--- src/rtl/cond_unit.sv ---
// Execute-stage condition/flag unit: holds the NZCV register, evaluates the
// instruction condition field, and registers the condition-gated controls.
module cond_unit #(
  parameter int unsigned FLAG_W = 4
) (
  input  logic              clk,
  input  logic              rst_n,
  input  logic              valid_i,
  input  logic [3:0]        cond,
  input  logic [FLAG_W-1:0] alu_flags,
  input  logic [1:0]        flag_w,
  input  logic              reg_w_i,
  input  logic              mem_w_i,
  input  logic              pc_s_i,
  input  logic              stall,
  input  logic              flush,
  output logic              cond_ex,
  output logic [FLAG_W-1:0] flags_q,
  output logic              valid_o,
  output logic              reg_w_o,
  output logic              mem_w_o,
  output logic              pc_s_o
);

  typedef enum logic [3:0] {
    CC_EQ = 4'h0, CC_NE = 4'h1, CC_CS = 4'h2, CC_CC = 4'h3,
    CC_MI = 4'h4, CC_PL = 4'h5, CC_VS = 4'h6, CC_VC = 4'h7,
    CC_HI = 4'h8, CC_LS = 4'h9, CC_GE = 4'hA, CC_LT = 4'hB,
    CC_GT = 4'hC, CC_LE = 4'hD, CC_AL = 4'hE, CC_NV = 4'hF
  } cond_e;

  logic [FLAG_W-1:0] r_flags;
  logic              r_valid;
  logic              r_reg_w;
  logic              r_mem_w;
  logic              r_pc_s;

  cond_e w_cond;
  logic  w_n;
  logic  w_z;
  logic  w_c;
  logic  w_v;
  logic  w_pass;
  logic  w_exec;

  assign w_cond = cond_e'(cond);
  assign w_n    = r_flags[3];
  assign w_z    = r_flags[2];
  assign w_c    = r_flags[1];
  assign w_v    = r_flags[0];

  always_comb begin
    w_pass = 1'b0;
    case (w_cond)
      CC_EQ:   w_pass = w_z;
      CC_NE:   w_pass = ~w_z;
      CC_CS:   w_pass = w_c;
      CC_CC:   w_pass = ~w_c;
      CC_MI:   w_pass = w_n;
      CC_PL:   w_pass = ~w_n;
      CC_VS:   w_pass = w_v;
      CC_VC:   w_pass = ~w_v;
      CC_HI:   w_pass = w_c & ~w_z;
      CC_LS:   w_pass = ~w_c | w_z;
      CC_GE:   w_pass = (w_n == w_v);
      CC_LT:   w_pass = (w_n != w_v);
      CC_GT:   w_pass = ~w_z & (w_n == w_v);
      CC_LE:   w_pass = w_z | (w_n != w_v);
      CC_AL:   w_pass = 1'b1;
      default: w_pass = 1'b0;
    endcase
  end

  assign cond_ex = w_pass;
  assign w_exec  = valid_i & w_pass & ~stall & ~flush;

  // Flags are checked against the pre-update value, so an instruction never
  // sees its own write; the next one sees it without any bypass.
  always_ff @(posedge clk or negedge rst_n) begin
    if (!rst_n) begin
      r_flags <= '0;
    end else if (w_exec) begin
      if (flag_w[1]) r_flags[3:2] <= alu_flags[3:2];
      if (flag_w[0]) r_flags[1:0] <= alu_flags[1:0];
    end
  end

  always_ff @(posedge clk or negedge rst_n) begin
    if (!rst_n) begin
      r_valid <= 1'b0;
      r_reg_w <= 1'b0;
      r_mem_w <= 1'b0;
      r_pc_s  <= 1'b0;
    end else if (flush) begin
      r_valid <= 1'b0;
      r_reg_w <= 1'b0;
      r_mem_w <= 1'b0;
      r_pc_s  <= 1'b0;
    end else if (!stall) begin
      r_valid <= valid_i;
      r_reg_w <= reg_w_i & valid_i & w_pass;
      r_mem_w <= mem_w_i & valid_i & w_pass;
      r_pc_s  <= pc_s_i  & valid_i & w_pass;
    end
  end

  assign flags_q = r_flags;
  assign valid_o = r_valid;
  assign reg_w_o = r_reg_w;
  assign mem_w_o = r_mem_w;
  assign pc_s_o  = r_pc_s;

endmodule

--- config.mk ---
export PLATFORM = sky130hd
export DESIGN_NAME = cond_unit
export DESIGN_NICKNAME = d
export VERILOG_FILES = /design/src/rtl/cond_unit.sv
export SDC_FILE = /design/constraint.sdc
export NUM_CORES = 1
export LEC_CHECK = 0
export ABC_AREA = 0
export CAP_MARGIN = 20
export CORE_AREA = 4 4 41 43
export CTS_BUF_LIST = sky130_fd_sc_hd__clkbuf_4 sky130_fd_sc_hd__clkbuf_8 sky130_fd_sc_hd__clkbuf_16
export DETAILED_ROUTE_END_ITERATION = 10
export DIE_AREA = 0 0 45 47
export PLACE_DENSITY = 0.79
export SETUP_SLACK_MARGIN = 0.2
export SLEW_MARGIN = 15
export SYNTH_ARGS = -nofsm -noshare
export SYNTH_HDL_FRONTEND = slang
export SYNTH_SLANG_ARGS = --single-unit
--- constraint.sdc ---
create_clock -name clk -period 2.95 [get_ports clk]
set_clock_uncertainty 0.15 [all_clocks]
set_input_delay 0.59 -clock clk [delete_from_list [all_inputs] [get_ports clk]]
set_output_delay 0.59 -clock clk [all_outputs]
set_load 0.03 [all_outputs]
==> metrics.md, run 1 <==
| Metric | Value |
|---|---|
| Status | completed |
| Final setup fails | 0 |
| Final hold slack | 378 ps |
| Critical Path Start | cond[2] |
| Critical path data required time | between 2000 and 2500 ps |
| Worst Min Path Start | reg_w_o |
| Syn Area/Cell | 10.4 sq um |
| Synth-to-layout area growth | 74.0% |
| WHS Path Cells | 1 |
| FF-to-FF End | flags_q[3] |
| Pleak | about 0.0004 uW |
| Crit path depth | 6 |
| CP max stage delay | ~370 ps |
| CTS tree | yes |
| Worst setup EP type | output pin |
| Synth cell count leaders | dfrtp_1 (8), mux2_1 (4), nand2_1 (4) |
| Vias in the first global route | approximately 550 |
| Post-synth ARST share | 100% |
| Final nets | approximately 110 |
| Syn nets | 67 |
| Critical path's slowest cell | o32a_1 |
| Worst skew pair latency | 240 ps |
| Ys flop type | dfrtp_1 |
| Total gr overflow | 0 |
| ANT nets after route | 0 |
| Die Y-Extent | between 40 and 50 microns |
| Residual DRC | 0 |
| Max IR drop VDD | about 0.00056 V |
| First-pass GRT wire length | around 2.4 mm |
| GPL Wtd Cong | roughly 0.77 |
| Cts hold-fix bufs | 0 |
| CP max FO | 3 |
| Most numerous cell in the Yosys netlist | dfrtp_1 |
| H-tree level count | 1 |
| Total Wirelength | 1.55 mm |
| Clock sinks | 8 |
| Router iterations before antenna repair | 4 |
| Via Count | between 500 and 600 |
| Worst hold path class | flop to flop |
| Clock Root Buffer | clkbuf_4 |
| Hold Fails Final Rpt | 0 |
| Dpl hpwl | between 1 and 1.5 mm |
| Post-synth EDFFs | 0 |
| RSZ-0062 raised after global routing | false |
| Mapped Cells | between 40 and 50 |
| Slew Limit Fails | 0 |
| Antenna violations before repair | 0 |
| Crit path top cell by count | buf_6 |
| Synth unique cells | 25 |
| FMAX | just under 0.4 GHz |
| Port bufs | 26 |
| Path depth of the worst reg2reg path | 6 |
| Tcrit/Tclk final | approximately 87% |
| Total core area | 1300 sq um |
| Flop and latch count out of synthesis | 8 |
| Slew margin rel. | roughly 77% |
| Yosys top cell by area | dfrtp_1 |
| Pwr Total | between 500 and 600 uW |
| 1st-iter DRT viols | 20 |
| Top delay family on crit path | buffers and inverters |
| Fillers | 110 |
| Layout cell share with drive strength beyond 1 | approximately a fifth |
| CTS buffer count | 3 |
| Nature of the critical path startpoint | primary input |
| Arrival time at the worst endpoint | about 1800 ps |
| DIE AREA | ~2100 sq um |
| I/O Pins | 27 |
| FP Rows | 13 |
| Cell Chain, Critical Path | dlygate4sd2_1 -> buf_6 -> mux2_4 -> o32a_1 -> nand3_2 -> buf_6 |
| Critical R2R Launch | flags_q[3] |
| Largest net degree at the start of global routing | 10 |
| Die Width | 45 microns |
| Routed vias/inst | ~5.5 |
| Power per cell area | between 600 and 700 nW/um^2 |
| FF+latch area | ~200 sq um |
| Final Critical Period | 2570 ps |
| CTS clk-pin slew, worst paths | about 50 ps |
| Footprint of the multi-input gates | about 320 sq um |
| Diodes inserted | 0 |
| Area contributors post-synth | dfrtp_1 (39%), mux2_1 (8.8%), a32o_1 (5.9%), xnor2_1 (5.1%), o32a_1 (3.9%) |
| Mapped cell area | around 510 sq um |
| Syn. warnings | 0 |
| Utilization after layout | roughly two thirds |
| Max-Cap Viols | 0 |
| Hold Path End | reg_w_o |
| Register area share after synthesis | around two fifths |
| CP Class | primary input to output pin |
| Wire per inst | about 15 microns |
| Initial Util | around two fifths |
| Bufs on Longest Clock Path | 2 |
| Area share of the largest cell type after synthesis | 39.2% |
| R2r setup slk | 630 ps |
| Measured slew at the worst slew-check pin | around 350 ps |
| Gr usage total | 16.4% |
| Setup_tns | 0 ps |
| Critical path buffers and inverters | 3 |
metrics by stage:
stage | instances | worst slack [ps] | instance area (sq um)
2_1_floorplan | 49 | 468 | 510
3_3_place_gp | 96 | -13.6 | 828
3_5_place_dp | 96 | -78.1 | 828
4_1_cts | 100 | 201 | 876
5_1_grt | 100 | 318 | 888
6_report | 100 | 378 | 888
report_power, final:
group | switching [uW] | internal (uW) | total (uW)
clock | 34.2 | 46.4 | 80.6
combinational | 154 | 162 | 316
sequential | 45.7 | 137 | 183
cell families (layout without fill, tap and decap cells):
logic type | count (synthesis) | after routing | synth area share, %
AO/OA/AOI/OAI | 12 | 12 | 19.1
XOR/XNOR | 5 | 5 | 8.58
buffers and inverters | 2 | 38 | 2.94
flip-flops | 8 | 8 | 39.2
multiplexers | 5 | 5 | 11.8
AND/OR/NAND/NOR | 17 | 17 | 18.4
worst max path at each step:
| stage | slack (ps) | end |
|---|---|---|
| after floorplan | 470 | cond_ex |
| after global placement | -10 | flags_q[3] |
| after detailed placement | -80 | flags_q[3] |
| after CTS | 200 | cond_ex |
| after global routing | 320 | cond_ex |
| final | 380 | cond_ex |
registers in the layout, indices dropped and copies added, names as in the netlist:
name / flops
flags_q: 4
mem_w_o: 1
pc_s_o: 1
reg_w_o: 1
valid_o: 1
worst reg2reg max path, delay by kind of cell (launching register included):
family	cells	cell delay (ps)
buffers and inverters	1	150
flip-flops	1	430
multiplexers	2	630
XOR/XNOR	1	180
AO/OA/AOI/OAI	2	660
layout make-up:
cell class | instances | share of cell area (%)
multi-input cells | 39 | 35.5
inverters | 1 | 0.423
repair buffers | 34 | 36.9
clock buffers | 3 | 2.54
well taps | 15 | 2.11
flip-flops and latches | 8 | 22.5
cells in the final DEF, fill, tap and decap left out, types with 2 or more instances in the layout:
cell type	Yosys	layout
clkdlybuf4s50_1	0	21
dfrtp_1	8	8
buf_4	0	6
nand2_1	4	4
mux2_1	4	4
xnor2_1	3	3
a32o_1	3	3
clkbuf_4	0	3
buf_6	1	3
nand2b_1	2	2
nor2_1	2	2
o32a_1	2	2
xor2_1	2	2
a31oi_1	2	2
dlymetal6s2s_1	0	2
timing repair:
item / in CTS / in global routing
gates resized for setup: 6 / 7
pin swaps: 2 / 2
endpoints found under the setup margin: 3 / 1
buffers inserted: 1 / 0
gates cloned: 0 / 0
metal layers:
layer	global-route usage, %	share of wire [%]	vias up
met5	0	0	-
met4	8.77	3.2	0
met3	3.07	5.0	8
met2	30.5	52	27
met1	17.6	40	254
li1	-	-	258
No activity file was read; power rests on OpenSTA's default activity.
==> run 2, diff against run 1 <==
CORE_AREA = not set   (was 4 4 41 43)
CORE_MARGIN = 4   (was not set)
CORE_UTILIZATION = 37   (was not set)
CTS_CLUSTER_DIAMETER = 100   (was not set)
DIE_AREA = not set   (was 0 0 45 47)
PLACE_DENSITY = 0.76   (was 0.79)
clock period = 2.7 ns   (was 2.95 ns; I/O delays follow)
==> run 2 against run 1 <==
Compared with the run above:
- critical endpoint unchanged
- design area grew 8.7%
- die area is 3.6% lower
- worst setup slack got worse by 140 ps
- sequential share of layout area is 1.7 points lower
- global-route usage is 1.3 points higher
- count of clock-buffer cells in the layout is the same
- sequential power is 13% higher
- final cell count up 6.0%
- combinational power is 25% higher
- hold slack worse by 39 ps
- sequential cell count is the same
==> metrics.md, run 2 (synthesis results as in run 1) <==
| Metric | Value |
|---|---|
| Routed vias/inst | 5.25 (was 5.47) |
| CP Class | primary input to output pin (unchanged) |
| Bufs on Longest Clock Path | 2 (unchanged) |
| Total Wirelength | 1.55 mm (unchanged) |
| Cell Chain, Critical Path | clkdlybuf4s15_1 -> buf_6 -> mux2_4 -> o32a_1 -> nand3_2 -> buf_6 (was dlygate4sd2_1 -> buf_6 -> mux2_4 -> o32a_1 -> nand3_2 -> buf_6) |
| Power per cell area | 714 nW/um^2 (was 652 nW/um^2) |
| 1st-iter DRT viols | 5 (was 20) |
| Path depth of the worst reg2reg path | 6 (unchanged) |
| Antenna violations before repair | 0 (unchanged) |
| Slew Limit Fails | 0 (unchanged) |
| Clock Root Buffer | clkbuf_4 (unchanged) |
| ANT nets after route | 0 (unchanged) |
| First-pass GRT wire length | 2.61 mm (was 2.45 mm) |
| Crit path top cell by count | buf_6 (unchanged) |
| FP Rows | 13 (unchanged) |
| Residual DRC | 0 (unchanged) |
| Critical path's slowest cell | o32a_1 (unchanged) |
| Total gr overflow | 0 (unchanged) |
| Critical Path Start | cond[2] (unchanged) |
| Worst setup EP type | output pin (unchanged) |
| FF-to-FF End | flags_q[2] (was flags_q[3]) |
| DP Worst Slack | -194 ps (was -78.1 ps) |
| Finished Cell Area | 966 sq um (was 888 sq um) |
| Total core area | 1300 sq um (unchanged) |
| Largest net degree at the start of global routing | 10 (unchanged) |
| GPL Wtd Cong | 0.744 (was 0.771) |
| Router iterations before antenna repair | 4 (unchanged) |
| Synth-to-layout area growth | 89.2% (was 74.0%) |
| Final nets | 111 (was 105) |
| Worst skew pair latency | 250 ps (was 240 ps) |
| Die Width | 45.1 microns (was 45 microns) |
| H-tree level count | 1 (unchanged) |
| Crit path to | cond_ex (unchanged) |
| Cts hold-fix bufs | 0 (unchanged) |
| Arrival time at the worst endpoint | 1770 ps (was 1830 ps) |
| CTS tree | yes (unchanged) |
| Layout cell share with drive strength beyond 1 | 31.9% (was 21.2%) |
| Measured slew at the worst slew-check pin | 341 ps (was 346 ps) |
| Nature of the critical path startpoint | primary input (unchanged) |
| CTS clk-pin slew, worst paths | 50 ps (about the same) |
| Critical R2R Launch | flags_q[3] (unchanged) |
| Worst hold path class | flop to flop (unchanged) |
| Area after DPL | 843 sq um (was 828 sq um) |
| Via Count | 557 (was 547) |
| Die Y-Extent | 45.1 microns (was 47 microns) |
| CP max stage delay | 390 ps (was 370 ps) |
| Initial Util | 39.2% (unchanged) |
| Slew margin rel. | 77.2% (was 76.9%) |
| Wire per inst | 14.6 microns (was 15.5 microns) |
| Commonest non-fill, non-tap cell in the layout | clkdlybuf4s50_1 (unchanged) |
| Hold Fails Final Rpt | 0 (unchanged) |
| Most frequent cells in the layout | clkdlybuf4s50_1 (21), buf_4 (12), dfrtp_1 (7) (was clkdlybuf4s50_1 (21), dfrtp_1 (8), buf_4 (6)) |
| Placed Cells | 98 (was 96) |
| Post-Layout Cell Count | 106 (was 100) |
| Port bufs | 26 (unchanged) |
| Final Critical Period | between 2000 and 2500 ps |
| Max reg flops | 4 (unchanged) |
| Critical path data required time | 2010 ps (was 2210 ps) |
| Utilization after layout | 74.2% (was 68.3%) |
| Setup_tns | 0 ps (unchanged) |
| I/O Pins | 27 (unchanged) |
| FMAX | roughly 0.4 GHz |
| Vias in the first global route | 631 (was 546) |
| Max IR drop VDD | 0.000587 V (was 0.000560 V) |
| Clock sinks | 8 (unchanged) |
| Tcrit/Tclk final | 91.1% |
| Gr usage total | 17.7% (was 16.4%) |
| DIE AREA | 2040 sq um (was 2120 sq um) |
| Final setup fails | 0 (unchanged) |
| Max-Cap Viols | 0 (unchanged) |
| Status | completed (unchanged) |
| Pleak | 0.000417 uW (was 0.000398 uW) |
| CP max FO | 3 (unchanged) |
| Crit path setup slack, layout | 239 ps (was 378 ps) |
| CTS buffer count | 3 (unchanged) |
| Diodes inserted | 0 (unchanged) |
| R2r setup slk | 350 ps (was 630 ps) |
| RSZ-0062 raised after global routing | false (unchanged) |
[run 2: changes by cell type in the layout (fill, tap and decap cells not counted), sizes merged]
cell | before | now
buf | 9 | 16
dlygate4sd2 | 1 | 2
clkdlybuf4s15 | 0 | 1
dlymetal6s2s | 2 | 0
clkbuf | 4 | 3
[run 2: area by class of cell]
| type | instances | area [sq um] |
|---|---|---|
| repair buffers | 40 | 367 |
| multi-input cells | 39 | 353 |
| clock buffers | 3 | 22.5 |
| fillers | 92 | 335 |
| flip-flops and latches | 8 | 201 |
| inverters | 1 | 3.75 |
| well taps | 15 | 18.8 |
[run 2: repair_timing]
| action | CTS | global route |
|---|---|---|
| buffers inserted | 5 | 0 |
| pin swaps | 5 | 1 |
| gates resized for setup | 23 | 1 |
| endpoints found under the setup margin | 5 | 1 |
[run 2: worst min-delay path by stage]
| stage | from | end | depth (start not counted) |
|---|---|---|---|
| after floorplan | rst_n | flags_q[0] | 0 |
| after global placement | valid_o | valid_o | 1 |
| after detailed placement | valid_o | valid_o | 1 |
| after CTS | mem_w_o | mem_w_o | 1 |
| after global routing | mem_w_o | mem_w_o | 1 |
| final | valid_o | valid_o | 1 |
[run 2: layer usage]
layer	track usage, %	wire length [microns]	up-vias
met1	18.6	610	269
li1	-	-	271
met5	0	0	-
met2	32.5	865	13
met4	11.7	29	0
met3	1.99	44	4
[run 2: critical path, delay by kind of cell]
| kind | cells | cell delay [ps] |
|---|---|---|
| and+or+nand+nor | 1 | 100 |
| muxes | 1 | 290 |
| buffers and inverters | 3 | 450 |
| AOI/OAI and AO/OA | 1 | 390 |
[run 2: power breakdown]
part / internal [uW] / total [uW] / leakage (uW) / switching [uW]
logic: 213 / 395 / 0.000300 / 182
clock network: 50.7 / 88.7 / 0.0000138 / 38.0
registers: 151 / 206 / 0.000103 / 54.8
total: 415 / 689 / 0.000417 / 275
[run 2: metrics by stage]
stage / power (uW) / hold slack (ps)
global placement: 524 / 315
global route: 732 / 366
floorplan: 378 / 94.4
detailed placement: 535 / 328
CTS: 691 / 343
finish: 689 / 339
